===== config.mk =====
export PLATFORM = sky130hd
export DESIGN_NAME = cvxif_result_scheduler
export DESIGN_NICKNAME = d
export VERILOG_FILES = /design/src/rtl/cvxif_instr_pkg.sv /design/src/rtl/cvxif_result_fifo.sv /design/src/rtl/cvxif_result_scheduler.sv
export SDC_FILE = /design/constraint.sdc
export NUM_CORES = 1
export LEC_CHECK = 0
export CAP_MARGIN = 5
export CORE_ASPECT_RATIO = 0.8
export CORE_MARGIN = 3
export CORE_UTILIZATION = 45
export DETAILED_ROUTE_END_ITERATION = 10
export GPL_TIMING_DRIVEN = 0
export PLACE_DENSITY = 0.66
export SYNTH_ARGS = -nofsm -noshare
export SYNTH_HDL_FRONTEND = slang
export SYNTH_SLANG_ARGS = --single-unit

===== constraint.sdc =====
create_clock -name clk_i -period 8.4 [get_ports clk_i]
set_input_delay 1.68 -clock clk_i [delete_from_list [all_inputs] [get_ports clk_i]]
set_output_delay 1.68 -clock clk_i [all_outputs]
set_load 0.005 [all_outputs]

===== src/rtl/cvxif_instr_pkg.sv =====
// Shared types and sizing constants for the example coprocessor's result path.
package cvxif_instr_pkg;

  localparam int unsigned XIdWidth       = 4;
  localparam int unsigned SchedDataWidth = 64;
  localparam int unsigned SchedDepth     = 4;

  typedef struct packed {
    logic [XIdWidth-1:0]       id;
    logic [SchedDataWidth-1:0] data;
    logic                      we;
  } sched_entry_t;

endpackage


===== src/rtl/cvxif_result_fifo.sv =====
// In-order result FIFO: up to two writes and one read per cycle, with occupancy output.
module cvxif_result_fifo
  import cvxif_instr_pkg::*;
#(
  parameter int unsigned Depth   = SchedDepth,
  parameter type         entry_t = sched_entry_t
) (
  input  logic                   clk_i,
  input  logic                   rst_i,
  input  logic                   wr0_en,
  input  entry_t                 wr0_data,
  input  logic                   wr1_en,
  input  entry_t                 wr1_data,
  input  logic                   rd_en,
  output entry_t                 rd_data,
  output logic [$clog2(Depth):0] count
);

  localparam int unsigned PtrW = $clog2(Depth);
  localparam int unsigned CntW = PtrW + 1;

  entry_t            mem [Depth];
  logic [PtrW-1:0]   rd_ptr_reg;
  logic [PtrW-1:0]   wr_ptr_reg;
  logic [CntW-1:0]   count_reg;
  logic [PtrW-1:0]   slot1;
  logic [PtrW-1:0]   wr_inc;

  // The second write lands right after the first one, or at wr_ptr if the first is idle.
  assign slot1  = wr_ptr_reg + PtrW'(wr0_en);
  assign wr_inc = PtrW'(wr0_en) + PtrW'(wr1_en);

  always_ff @(posedge clk_i) begin
    if (wr0_en) mem[wr_ptr_reg] <= wr0_data;
    if (wr1_en) mem[slot1]      <= wr1_data;
  end

  always_ff @(posedge clk_i) begin
    if (rst_i) begin
      rd_ptr_reg <= '0;
      wr_ptr_reg <= '0;
      count_reg  <= '0;
    end else begin
      rd_ptr_reg <= rd_ptr_reg + PtrW'(rd_en);
      wr_ptr_reg <= wr_ptr_reg + wr_inc;
      count_reg  <= count_reg + CntW'(wr0_en) + CntW'(wr1_en) - CntW'(rd_en);
    end
  end

  assign rd_data = mem[rd_ptr_reg];
  assign count   = count_reg;

endmodule


===== src/rtl/cvxif_result_scheduler.sv =====
// Merges immediate and exec results onto the single CV-X-IF result port, with
// credit-based exec throttling so an exec completion always has a FIFO slot.
module cvxif_result_scheduler
  import cvxif_instr_pkg::*;
#(
  parameter int unsigned IdWidth   = XIdWidth,
  parameter int unsigned DataWidth = 64,
  parameter int unsigned Depth     = SchedDepth
) (
  input  logic                 clk_i,
  input  logic                 rst_i,
  input  logic                 exec_start_i,
  output logic                 exec_allow_o,
  input  logic                 exec_done_i,
  input  logic [IdWidth-1:0]   exec_id_i,
  input  logic [DataWidth-1:0] exec_data_i,
  input  logic                 imm_valid_i,
  output logic                 imm_ready_o,
  input  logic [IdWidth-1:0]   imm_id_i,
  input  logic [DataWidth-1:0] imm_data_i,
  input  logic                 imm_we_i,
  output logic                 result_valid_o,
  input  logic                 result_ready_i,
  output logic [IdWidth-1:0]   result_id_o,
  output logic [DataWidth-1:0] result_data_o,
  output logic                 result_we_o
);

  localparam int unsigned CntW = $clog2(Depth) + 1;

  typedef struct packed {
    logic [IdWidth-1:0]   id;
    logic [DataWidth-1:0] data;
    logic                 we;
  } entry_t;

  logic [CntW-1:0] occ;
  logic [CntW-1:0] pend_reg;
  logic [CntW-1:0] pend_next;
  logic [CntW-1:0] free;
  logic            start_ok;
  logic            done_ok;
  logic            bypass_ok;
  logic            imm_acc;
  logic            fifo_empty;

  entry_t exec_entry;
  entry_t imm_entry;
  entry_t head;
  entry_t out_entry;
  entry_t last_reg;

  logic   wr0_en;
  logic   wr1_en;
  entry_t wr0_data;
  entry_t wr1_data;
  logic   rd_en;

  assign exec_entry = '{id: exec_id_i, data: exec_data_i, we: 1'b1};
  assign imm_entry  = '{id: imm_id_i, data: imm_data_i, we: imm_we_i};

  // Every reserved or occupied slot counts against capacity.
  assign free         = CntW'(Depth) - occ - pend_reg;
  assign fifo_empty   = (occ == '0);
  assign exec_allow_o = (free != '0);

  // Illegal pulses are dropped so the counters never wrap.
  assign start_ok  = exec_start_i & exec_allow_o;
  assign done_ok   = exec_done_i & (pend_reg != '0);
  assign pend_next = pend_reg + CntW'(start_ok) - CntW'(done_ok);

  assign bypass_ok   = fifo_empty & ~exec_done_i & result_ready_i;
  assign imm_ready_o = ((free - CntW'(start_ok)) != '0) | bypass_ok;
  assign imm_acc     = imm_valid_i & imm_ready_o;

  assign result_valid_o = ~fifo_empty | done_ok | imm_acc;
  assign rd_en          = ~fifo_empty & result_ready_i;

  // Source select: queued head first, then a live exec pulse, then imm. Whatever is
  // not driven out and consumed this cycle is queued, exec ahead of imm.
  always_comb begin
    out_entry = last_reg;
    wr0_en    = 1'b0;
    wr1_en    = 1'b0;
    wr0_data  = exec_entry;
    wr1_data  = imm_entry;
    if (!fifo_empty) begin
      out_entry = head;
      wr0_en    = done_ok;
      wr1_en    = imm_acc;
    end else if (done_ok) begin
      out_entry = exec_entry;
      wr0_en    = ~result_ready_i;
      wr1_en    = imm_acc;
    end else if (imm_acc) begin
      out_entry = imm_entry;
      wr1_en    = ~result_ready_i;
    end
  end

  cvxif_result_fifo #(
    .Depth   (Depth),
    .entry_t (entry_t)
  ) u_fifo (
    .clk_i    (clk_i),
    .rst_i    (rst_i),
    .wr0_en   (wr0_en),
    .wr0_data (wr0_data),
    .wr1_en   (wr1_en),
    .wr1_data (wr1_data),
    .rd_en    (rd_en),
    .rd_data  (head),
    .count    (occ)
  );

  always_ff @(posedge clk_i) begin
    if (rst_i) begin
      pend_reg <= '0;
      last_reg <= '0;
    end else begin
      pend_reg <= pend_next;
      if (result_valid_o) last_reg <= out_entry;
    end
  end

  assign result_id_o   = out_entry.id;
  assign result_data_o = out_entry.data;
  assign result_we_o   = out_entry.we;

  always_ff @(posedge clk_i) begin
    if (!rst_i) begin
      assert (!(exec_done_i && pend_reg == '0))
        else $warning("exec_done with no outstanding exec; pulse dropped");
      assert (!(exec_start_i && !exec_allow_o))
        else $warning("exec_start without a free credit; start ignored");
    end
  end

endmodule


After elaboration in Yosys (flattened, before gate mapping). Memory sizes are Yosys's and may differ from the RTL's. A register that Yosys moved wholly into a read port is not among the register bits. Index checks and enable logic that the tools add are counted.

Word-level logic and storage cells: 49. Flip-flop bits (word level): 79. Memories: 1. Bits in writable memories: 276. Input bits: 143. Output and inout port bits: 72.

Add/subtract/negate cells: 12. Reductions and logical operators: 4. Muxes and demuxes: 13. Bitwise logic cells: 12.

Memory list: u_fifo.mem (depth 4, bits a word 69, read ports 1, clocked after memory_dff 1, write ports 2, line cvxif_result_fifo.sv:22) `entry_t mem [Depth];`.

Operators by type and width (count): 2-to-1 mux 69 bit (3); adder 3 x 1 -> 3 bit (3); 2-to-1 mux 1 bit (9); nonzero test 3 bit (3); subtractor 3 x 1 -> 3 bit (3); bitwise AND 1 bit (6); adder 2 x 1 -> 2 bit (2); zero test 3 bit (1); NOT 1 bit (3); OR 1 bit (3); subtractor 3 bit (1); subtractor 3 bit, first input constant (1); adder 1 x 1 -> 2 bit (1); adder 2 bit (1); 2-to-1 mux 2 bit (1).

Depth between registers and ports, before layout.
Depth in word-level cells: 13. Depth in mapped cells: 23. Depth with buffers taken out: 21.

By module. Synthesis repeated with hierarchy kept, for this count alone.

Cell total of the unflattened synthesis: 1595. Area total of the unflattened synthesis: 20159.3 um^2.

By module, submodules not included: cvxif_result_fifo (sequential area each 8428.1 um^2, area each 13974.7 um^2, cells an instance 711, times used 1); cvxif_result_scheduler (sequential area each 1441.4 um^2, area each 6184.7 um^2, cells an instance 884, times used 1).

Worst setup path after synthesis. Ideal clock, no wire load.

Path kind: input to register. From: input exec_start_i. To: memory u_fifo.mem[1][0] (netlist bit) (enable). Data required time: 7.875 ns. Slack: 1.112 ns. Setup time: 0.525 ns. Path buffers: 2. Cell stages on the path: 9. Data arrival time: 6.763 ns. Cell sequence: nand2_1 -> inv_1 -> ha_1 -> xnor3_1 -> a21boi_2 -> buf_2 -> clkbuf_1 -> nand4_1 -> mux2i_1.

RTL lines: from (decl) (line cvxif_result_scheduler.sv:12) `input logic exec_start_i,`; to (decl) (line cvxif_result_fifo.sv:22).

Worst setup path after layout.
From: register u_fifo.count_reg[0] (netlist: u_fifo.count[0]). To: output result_data_o[29].

Word-level cells in the longest chain between the ends: 11. Elaborated cells between the ends (all ways): 14. Those cells by class: 3 x add/sub; 3 x mux; 5 x bitwise; 3 x reduce/logical.

RTL lines: from (decl) (line cvxif_result_fifo.sv:25) `logic [CntW-1:0] count_reg;`; from (signal assigned) (line cvxif_result_fifo.sv:46) `count_reg <= count_reg + CntW'(wr0_en) + CntW'(wr1_en) - CntW'(rd_en);`; subtractor 3 bit (2 in series) (line cvxif_result_scheduler.sv:63) `assign free = CntW'(Depth) - occ - pend_reg;`; nonzero test 3 bit (line cvxif_result_scheduler.sv:65) `assign exec_allow_o = (free != '0);`; bitwise AND 1 bit (line cvxif_result_scheduler.sv:68) `assign start_ok = exec_start_i & exec_allow_o;`; subtractor 3 x 1 -> 3 bit (line cvxif_result_scheduler.sv:73) `assign imm_ready_o = ((free - CntW'(start_ok)) != '0) | bypass_ok;`; nonzero test 3 bit (line cvxif_result_scheduler.sv:73); OR 1 bit (line cvxif_result_scheduler.sv:73); bitwise AND 1 bit (line cvxif_result_scheduler.sv:74) `assign imm_acc = imm_valid_i & imm_ready_o;`; 2-to-1 mux 69 bit (line cvxif_result_scheduler.sv:95) `end else if (imm_acc) begin`; 2-to-1 mux 69 bit (line cvxif_result_scheduler.sv:91) `end else if (done_ok) begin`; 2-to-1 mux 69 bit * (line cvxif_result_scheduler.sv:87) `if (!fifo_empty) begin`; to (decl) (line cvxif_result_scheduler.sv:25) `output logic [DataWidth-1:0] result_data_o,`.

Every way passes the cells marked *; elsewhere a longest branch is shown, timed or not.

==> results.txt <==
Setup ws final - 1650 ps
Mapped Area - 19,700 µm²
Initial Util - 46.26%
Setup crit end kind - primary output
Area fraction of the dominant cell type after synthesis - 42.07%
Iteration-0 DRC Markers - 1,588
Post-Synthesis Cells - 1,607
Clock skew - 20.76 ps
Syn Area/Cell - 12.26 µm²
Vias per cell - 6.227
Worst-margin pin slew - 1207 ps
RSZ-0062 raised after global routing - no
Avg WL per Cell - 24.69 µm
Top-count cell post-synth - edfxtp_1
Slowest CP cell - clkdlybuf4s50_1
Placer Congestion - 0.8252
EDFF count, synth - 276
Final-report setup violation count - 0
Period utilization - 80.35%
Hold Vio Cnt, Final - 0
Ys flop type - edfxtp_1
Syn Nets - 1,763
Post-CTS Setup Bufs - 0
Seq/Total Area, Yosys - 50.10%
Maxcap violations - 0
Die Wd - 239.9 µm
Max-slew headroom - 18.92%
Global-route wire length before repair - 91,930 µm
RR Endpoint - u_fifo.mem[0][25]
Post_cts resized - 0
DRT Wirelength - 60,750 µm
Root Driver - clkbuf_16
Layout cells sized above 1 - 19.29%
Antenna viol nets, final - 0
Post-DP HPWL - 41,090 µm
Largest net degree at the start of global routing - 20
Post-CTS Hold Buffers - 0
#FFs+latches synth - 355
Total number of vias - 15.32k
Total CTS buffers - 39
Worst Hold Launch - last_reg[60]
Worst Hold End - last_reg[60]
Final nets - 2,034
Placed Cells - 2,388
Yosys top cell by area - edfxtp_1
Max incr delay on CP - 600 ps
Critical Path Fanout Max - 10
Hold Crit Class - reg -> reg
Port bufs - 213
Vias in the first global route - 15.29k
Final std cells w/o fill - 2,461
Crit path cell chain - inv_1 > ha_1 > ha_1 > xnor2_2 > xor2_1 > or3_1 > nand2_1 > inv_1 > ha_1 > xnor3_1 > a21boi_2 > buf_2 > buf_2 > mux2i_1 > o21ai_0 > clkdlybuf4s50_1
Worst skew pair latency - 540 ps
Core area - 42,590 µm²
Met1 Routed Length - 25,650 µm
# clock sinks - 355
R2r worst-path depth - 18
Die area - 46,340 µm²
Row cnt - 67
Static leakage - 8.584 nW
Die Ht - 193.1 µm
Unique masters post-synth - 39
Syn. warnings - 0
Total grt overflow - 0
R2r startpoint - u_fifo.count[0]
Worst vdd ir - 218.9 µV
Minimum clock period - 6750 ps
IO Pins - 215
Reg2Reg Setup Slack - 2790 ps
Synth cell count leaders - edfxtp_1, mux2_2, nor3_1, o21ai_0, mux2_1
Pwr dens - 404.9 nW/µm²
Clock slew at the register clock pins of the worst setup and hold paths - 60 ps
DRT Pass-1 Iters - 6
Bufs on Longest Clock Path - 3
Async S/R FF share, synth - 0%
CP Buf/Inv Count - 5
Required @ worst endpoint - 6720 ps
TritonCTS clock tree - built
DRC violation count after routing - 0
Area grow syn2layout - 23.57%
Most used cell, CP - ha_1
Slew Limit Fails - 0
Status - finished clean
Max reg flops - 276
Met2 WL - 28,370 µm
WP data arrival - 5070 ps
Max Fclk - 148.2 MHz
Top Metal Used - met5
Top Family by Delay on Critical Path - buffers and inverters
Hold depth - 2
Ranking of synthesized cells by area - edfxtp_1, mux2_2, dfxtp_1
H-tree Lvls - 2
Met3 WL - 5344 µm
Global Route Usage Sum - 25.94%
Antenna violations before repair - 3
Worst slack, placed - 1659 ps
Kind of critical path - reg -> out
Crit start category - flop
-- how the worst max path moves through the flow --
| stage | start | end | slack [ps] | cells after the start |
|---|---|---|---|---|
| 2_1_floorplan | exec_start_i | u_fifo.mem[1][0] | 1110 | 9 |
| 3_3_place_gp | exec_start_i | u_fifo.mem[2][29] | -3460 | 10 |
| 3_5_place_dp | exec_start_i | result_data_o[29] | 1660 | 11 |
| 4_1_cts | u_fifo.count[0] | result_data_o[29] | 1610 | 16 |
| 5_1_grt | u_fifo.count[0] | result_data_o[29] | 1380 | 16 |
| 6_report | u_fifo.count[0] | result_data_o[29] | 1650 | 16 |
-- worst reg2reg max path, cell delays in order (launching register included) --
cell      delay (ps)
dfxtp_1          410
inv_1             70
ha_1             200
ha_1             220
xnor2_2          160
xor2_1           160
or3_1            370
nand2_1          120
inv_1             50
ha_1             180
xnor3_1          390
a21boi_2         330
clkbuf_1         650
buf_2            420
nand4b_1         270
mux2i_4          680
buf_16           260
buf_16           180
buf_16           180
-- cells by family after synthesis --
logic type | Yosys count | share of synthesized area (%)
adders and majority gates | 13 | 0.9781
DFF | 355 | 50.10
xor gates and xnor gates | 12 | 0.6415
muxes | 414 | 27.15
AOI/OAI and AO/OA | 281 | 8.555
and+or+nand+nor | 312 | 8.009
buffers and inverters | 220 | 4.573
-- cell type report --
type,count,area [µm²]
Inverter,82,307.8
Clock inverter,14,230.2
Buffer,138,593.1
Tap cell,552,690.7
Multi-Input combinational cell,1032,8980
Antenna cell,1,2.502
Timing Repair Buffer,230,2564
Clock buffer,57,1106
Fill cell,3495,18240
Sequential cell,355,9869
-- cells in the final DEF (no fill, tap or decap), drive strengths merged, types with 3 or more instances in the layout --
cell	instances
mux2i	73
xor2	3
nand2	3
mux2	272
xnor2	8
nand4	3
dfxtp	79
clkinvlp	4
clkinv	4
bufinv	6
edfxtp	276
o21ai	137
inv	82
buf	72
ha	9
fa	4
nor2	79
clkbuf	140
mux4	69
and3	68
a21oi	70
clkdlybuf4s50	213
nor3	137
nor2b	6
nand3	5
a311oi	69
-- metrics by stage --
stage / power, mW / util, % / area (µm²) / setup TNS, ps / hold slack [ps]
6_report: 9.857 / 57.16 / 24340 / 0 / 581.1
5_1_grt: 10.35 / 57.16 / 24340 / 0 / 600.2
3_5_place_dp: 8.022 / 53.99 / 22990 / 0 / 574.2
2_1_floorplan: 5.773 / - / 19700 / 0 / 539.6
4_1_cts: 9.847 / 57.13 / 24330 / 0 / 582.4
3_3_place_gp: 7.691 / 52.89 / 22520 / -915540 / 561.7
-- power breakdown --
group	leakage [nW]	switching (mW)	internal [mW]	total, mW
Clock	0.637	0.712	1.10	1.81
Sequential	3.19	0.184	2.67	2.85
Combinational	4.76	2.91	2.28	5.19
Total	8.58	3.80	6.05	9.86
-- routing by layer --
metal | up-vias | global-route usage, %
met5 | - | 0
li1 | 6734 | -
met2 | 876 | 41.46
met3 | 119 | 4.067
met1 | 7591 | 36.94
met4 | 4 | 7.579
Power figures use the tool's default switching activity.
